`src/rtl/secuenciador_de_instrucciones.sv`:
```
// -----------------------------------------------------------------------------
// secuenciador_de_instrucciones
//
// Multi-cycle fetch/decode/execute sequencer in front of Unidad_de_control.
// It owns the program counter and fetches 9-bit instruction words from
// program memory over a req/ack handshake. The fetched opcode and operands
// are latched and held for the control unit. A one-cycle execute strobe is
// then issued, and the PC advances by one or loads the jump target returned
// by the control unit.
//
// Parameters:
//   PC_WIDTH     program counter / fetch address width (6..16)
//   ACK_TIMEOUT  FETCH cycles without ack before a fault (2..255)
//
// Ports:
//   i_Timming         clock, rising edge
//   i_Rst             asynchronous active-low reset
//   i_Start           run level: sampled in IDLE (start) and UPDATE (continue)
//   o_Mem_req         instruction fetch request, high for the whole FETCH phase
//   o_Mem_addr        fetch address, a direct copy of the PC register
//   i_Mem_ack         fetch data valid, only looked at during FETCH
//   i_Mem_data        instruction word {opcode[8:6], operandos[5:0]}
//   o_Operation_code  latched opcode for the control unit
//   o_Operandos       latched operands for the control unit
//   o_Hab             one-cycle execute strobe (EXEC state)
//   i_Senal_de_salto  jump decision from the control unit, valid in EXEC
//   o_Pc              program counter
//   o_Fase            state code: IDLE=0 FETCH=1 DECODE=2 EXEC=3 UPDATE=4 FAULT=7
//   o_Busy            high in every state except IDLE and FAULT
//   o_Error           sticky fetch-timeout fault
//
// Optional feature (macro SECUENCIADOR_CONTADOR_INSTR_EN):
//   o_Instr_count     16-bit count of retired instructions, +1 per UPDATE cycle
// -----------------------------------------------------------------------------
module secuenciador_de_instrucciones #(
    parameter int unsigned PC_WIDTH    = 6,
    parameter int unsigned ACK_TIMEOUT = 15
) (
    input  logic                i_Timming,
    input  logic                i_Rst,
    input  logic                i_Start,
    output logic                o_Mem_req,
    output logic [PC_WIDTH-1:0] o_Mem_addr,
    input  logic                i_Mem_ack,
    input  logic [8:0]          i_Mem_data,
    output logic [2:0]          o_Operation_code,
    output logic [5:0]          o_Operandos,
    output logic                o_Hab,
    input  logic                i_Senal_de_salto,
    output logic [PC_WIDTH-1:0] o_Pc,
    output logic [2:0]          o_Fase,
    output logic                o_Busy,
    output logic                o_Error
`ifdef SECUENCIADOR_CONTADOR_INSTR_EN
    ,
    output logic [15:0]         o_Instr_count
`endif
);

    typedef enum logic [2:0] {
        ST_IDLE   = 3'd0,
        ST_FETCH  = 3'd1,
        ST_DECODE = 3'd2,
        ST_EXEC   = 3'd3,
        ST_UPDATE = 3'd4,
        ST_FAULT  = 3'd7
    } fase_e;

    // Wait-counter value seen in the last allowed FETCH cycle.
    localparam logic [7:0]          WAIT_LAST = 8'(ACK_TIMEOUT - 1);
    localparam logic [PC_WIDTH-1:0] PC_ONE    = PC_WIDTH'(1);

    fase_e               state_q;
    logic                req_q;
    logic                hab_q;
    logic                busy_q;
    logic                error_q;
    logic                salto_q;
    logic [7:0]          wait_q;
    logic [2:0]          opcode_q;
    logic [5:0]          operandos_q;
    logic [PC_WIDTH-1:0] pc_q;
`ifdef SECUENCIADOR_CONTADOR_INSTR_EN
    logic [15:0]         count_q;
`endif

    // Single-process FSM: every output is a register updated on the same
    // edge as the state, so outputs change exactly with o_Fase.
    // NOTE: sequential state uses non-blocking assignments only, so every
    // register samples the pre-edge value of every other register.
    always_ff @(posedge i_Timming or negedge i_Rst) begin
        if (!i_Rst) begin
            // NOTE: the asynchronous reset clears every register, so req drops
            // as soon as i_Rst falls, without waiting for a clock edge.
            state_q     <= ST_IDLE;
            req_q       <= 1'b0;
            hab_q       <= 1'b0;
            busy_q      <= 1'b0;
            error_q     <= 1'b0;
            salto_q     <= 1'b0;
            wait_q      <= 8'd0;
            opcode_q    <= 3'd0;
            operandos_q <= 6'd0;
            pc_q        <= '0;
`ifdef SECUENCIADOR_CONTADOR_INSTR_EN
            count_q     <= 16'd0;
`endif
        end else begin
            case (state_q)
                ST_IDLE: begin
                    if (i_Start) begin
                        state_q <= ST_FETCH;
                        req_q   <= 1'b1;
                        busy_q  <= 1'b1;
                        wait_q  <= 8'd0;
                    end
                end

                ST_FETCH: begin
                    // Ack is tested first so an ack in the last allowed
                    // cycle beats the timeout.
                    if (i_Mem_ack) begin
                        opcode_q    <= i_Mem_data[8:6];
                        operandos_q <= i_Mem_data[5:0];
                        req_q       <= 1'b0;
                        state_q     <= ST_DECODE;
                    end else if (wait_q == WAIT_LAST) begin
                        req_q   <= 1'b0;
                        busy_q  <= 1'b0;
                        error_q <= 1'b1;
                        state_q <= ST_FAULT;
                    end else begin
                        wait_q <= wait_q + 8'd1;
                    end
                end

                ST_DECODE: begin
                    // Strobe is raised on the edge that enters EXEC.
                    hab_q   <= 1'b1;
                    state_q <= ST_EXEC;
                end

                ST_EXEC: begin
                    hab_q   <= 1'b0;
                    salto_q <= i_Senal_de_salto;
                    state_q <= ST_UPDATE;
                end

                ST_UPDATE: begin
                    if (salto_q) begin
                        pc_q <= PC_WIDTH'(operandos_q);
                    end else begin
                        pc_q <= pc_q + PC_ONE;
                    end
`ifdef SECUENCIADOR_CONTADOR_INSTR_EN
                    count_q <= count_q + 16'd1;
`endif
                    if (i_Start) begin
                        state_q <= ST_FETCH;
                        req_q   <= 1'b1;
                        wait_q  <= 8'd0;
                    end else begin
                        state_q <= ST_IDLE;
                        busy_q  <= 1'b0;
                    end
                end

                // FAULT, and the unused codes 5 and 6, all park in FAULT.
                default: begin
                    state_q <= ST_FAULT;
                    req_q   <= 1'b0;
                    hab_q   <= 1'b0;
                    busy_q  <= 1'b0;
                    error_q <= 1'b1;
                end
            endcase
        end
    end

    assign o_Mem_req        = req_q;
    assign o_Mem_addr       = pc_q;
    assign o_Pc             = pc_q;
    assign o_Operation_code = opcode_q;
    assign o_Operandos      = operandos_q;
    assign o_Hab            = hab_q;
    assign o_Fase           = state_q;
    assign o_Busy           = busy_q;
    assign o_Error          = error_q;
`ifdef SECUENCIADOR_CONTADOR_INSTR_EN
    assign o_Instr_count    = count_q;
`endif

endmodule

```
`config.mk`:
```
export PLATFORM = sky130hd
export DESIGN_NAME = secuenciador_de_instrucciones
export DESIGN_NICKNAME = d
export VERILOG_FILES = /design/src/rtl/secuenciador_de_instrucciones.sv
export SDC_FILE = /design/constraint.sdc
export NUM_CORES = 1
export LEC_CHECK = 0
export CAP_MARGIN = 10
export CORE_UTILIZATION = 38
export DETAILED_ROUTE_END_ITERATION = 7
export PLACE_DENSITY_LB_ADDON = 0.12
export SLEW_MARGIN = 20
export SYNTH_ARGS = -nofsm -noshare
export SYNTH_HDL_FRONTEND = slang
export SYNTH_SLANG_ARGS = --single-unit
```
`constraint.sdc`:
```
create_clock -name i_Timming -period 1.7 [get_ports i_Timming]
set_input_delay 0.425 -clock i_Timming [delete_from_list [all_inputs] [get_ports i_Timming]]
set_output_delay 0.425 -clock i_Timming [all_outputs]
set_load 0.05 [all_outputs]
```
==> qor.yml <==
outcome:
  status: "completed"
clock_tree:
  clk_pin_slew_ps: 70
  numClockSinks: 31
  worstSkewPairLatency_ps: 280
  numCtsBuffers: 5
  tritoncts_clock_tree: "done"
  ctsHtreeMaxLevel: 2
  cts-root-buf: "clkbuf_8"
  clock_tree.buffer_depth: 2
routing:
  postRouteAntennaNets: 0
  drt_pre_antenna_iters: 4
  route.detailed.vias_per_inst: 5.30
  drtIter0Drc: 48
  post-route-drc-count: 0
  wire_per_inst_um: 14.4
  wl_final_um: 3740
  routed-via-count: 1373
critical_path:
  type_of_element_capturing_the_critical_path: "flop"
  critPathMaxFanout: 8
  crit-reg2reg-capture: "wait_q[4]"
  critical_path.cell_chain: "or4b_4, a21oi_4, and3_4, o22a_1"
  setup.reg_to_reg.worst_slack_ps: 90
  crit_required_ps: 1920
  timing.critical_path.arrival_ps: 1830
  cp_top_family: "simple AND/OR/NAND/NOR gates"
  critical_path_buf_inv_count: 0
  criticalPathCategory: "reg2reg"
  r2r_start: "o_Fase[2]"
  rr_worst_depth: 4
  startpoint_type: "flop"
  critical-path-slowest-cell: "or4b_4"
  timing.critical_path.depth: 4
  critical_path.max_stage_delay_ps: 550
layout:
  layout-drive-gt1-share: 0.306
  most-common-layout-cells: "28 x dfrtp_1, 24 x buf_4, 20 x buf_12"
  num_antenna_cells: 0
  numnets_final: 225
  layout_commonest_cell: "dfrtp_1"
  utilization: 0.609
  synthesis_to_finish_area_growth_pct: 52.5
global_routing:
  grt_pass1_wl_um: 6090
  global_route.usage.total: 0.188
  antenna_found_initial: 0
  grt_overflow: 0
  grt_start_max_net_pins: 32
  first_global_vias: 1294
hold_path:
  worstHoldPathCells: 1
  worst_hold_endpoint: "o_Error"
  holdCritPathClass: "reg2reg"
  hp-start: "o_Error"
synthesis:
  synth_enable_flop_cells: 0
  synth_warnings: 0
  syn_area_per_cell_um2: 10.4
  netlist_area_um2: 1610
  synth-seq-area-share: 0.482
  synth_fp_nets: 172
  yosysTopAreaCellShare: 0.482
  ys_async_sr_fraction: 1.00
  synth_cell_type_count: 40
  synth_cells: 155
  synth.largest_area_cell: "dfrtp_1"
  synth_seq_cells: 31
  top_post_synthesis_cells_by_area: "dfrtp_1 48%, mux2_1 6.3%, o21ai_1 3.1%, nor2_1 3.0%, buf_4 2.8%"
  synthFlopType: "dfrtp_1"
sta:
  report.final.setup_viol: 0
  rsz_0062_raised_after_global_routing: "true"
  timing.slew.headroom: 0.708
  final.period_utilization: 0.948
  timing.clock.skew_ps: 9.32
  timing_worst_slew_pin_value_ps: 438
  report.final.hold_viol_count: 0
  min_period_ps: 1610
  maxSlewViolCount: 0
  max_freq_ghz: 0.621
  setup_slack_ps: 88.7
floorplan:
  design.die.area_um2: 4500
  io_pins: 42
  die_x_um: 67.1
  floorplan.rows: 23
  die_h_um: 67.1
  initial_core_util: 0.399
  coreArea_um2: 4030
place:
  post_dp_hpwl_um: 2770
  dpl_worst_slack_ps: -327
  gp_congestion: 0.776
  io_buffers: 41
power:
  maximum_ir_drop_on_the_vdd_rail_uv: 1070
  pwr_density_cell_nw_per_um2: 1610
  p_leak_uw: 0.00110
  finalPower_uw: 3950
flow_run:
  cap_violations: 0
## cells in the mapped netlist (all sizes together), types with 2 or more instances
cell,instances
a31oi,2
nor2,13
a22o,3
nor2b,2
o22a,2
a221o,2
nand2,10
clkbuf,3
nand4,3
nor3b,4
nand3,4
o21ai,14
ha,3
a21oi,7
and3,5
inv,6
dfrtp,31
buf,8
a21boi,2
mux2,11
nand2b,3
mux2i,4
## through the flow
step / TNS [ps] / instances / area [um^2] / hold slack [ps]
2_1_floorplan: 0 / 155 / 1610 / 129
3_3_place_gp: -3570 / 250 / 2310 / 462
3_5_place_dp: -4240 / 250 / 2310 / 476
4_1_cts: 0 / 258 / 2430 / 498
5_1_grt: -1.09 / 259 / 2450 / 522
6_report: 0 / 259 / 2450 / 489
## area by class of cell
class                      instances  area (um^2)
clock buffer                       6         82.6
clock inverter                     2         35.0
fill                             335         1580
inverter                           6         22.5
multi-input combinational        107          762
sequential                        31          779
tap                               50         62.6
timing repair buffer              57          709
## worst reg2reg max path: cells and delay by family, from the launching register on
kind,cells,cell delay (ps)
and+or+nand+nor,2,760
AOI/OAI and AO/OA,2,360
DFF,1,430
## power breakdown
part	switching [uW]	internal [uW]	total, uW	leakage, uW
clock network	280	474	754	0.0000612
registers	315	933	1250	0.000376
logic	1060	885	1940	0.000667
total	1650	2290	3950	0.00110
## what timing repair did
item                                   4_1_cts  5_1_grt
pin swaps                                    0        0
setup endpoints to repair                    3        6
endpoints found under the hold margin        0        0
setup buffers                                0        2
resized for setup                            1        4
hold buffers                                 0        0
## registers in the layout, summed over array words and instances, names as in the netlist
signal,flops
wait_q,8
o_Mem_addr,6
o_Operandos,6
o_Fase,3
o_Operation_code,3
o_Busy,1
o_Error,1
o_Hab,1
o_Mem_req,1
salto_q,1
## metal layers
layer | part of all wire | up-vias | wire (um) | GRT usage
met5 | 0 | - | 0 | 0
li1 | - | 664 | - | -
met4 | 0.012 | 0 | 45 | 0.0638
met1 | 0.44 | 664 | 1660 | 0.241
met3 | 0.044 | 7 | 163 | 0.0514
met2 | 0.50 | 38 | 1880 | 0.300
## cells by family (layout without fill, tap and decap cells)
| kind of cell | Yosys count | in the layout | synth area share |
|---|---|---|---|
| adders and majority gates | 4 | 4 | 0.0296 |
| muxes | 15 | 15 | 0.102 |
| AOI/OAI and AO/OA | 37 | 37 | 0.156 |
| buffers and inverters | 17 | 71 | 0.0552 |
| DFF | 31 | 31 | 0.482 |
| and+or+nand+nor | 51 | 51 | 0.176 |
## worst max path at each step
stage              start             to  slack (ps)
3_5_place_dp   i_Mem_ack      o_Mem_req        -330
6_report       o_Fase[2]      wait_q[4]          90
5_1_grt        o_Fase[2]      wait_q[4]          -1
4_1_cts        wait_q[0]      wait_q[7]          20
2_1_floorplan  o_Fase[1]  o_Mem_addr[5]          20
3_3_place_gp   i_Mem_ack      o_Mem_req        -260
No activity file was read; power rests on OpenSTA's default activity.
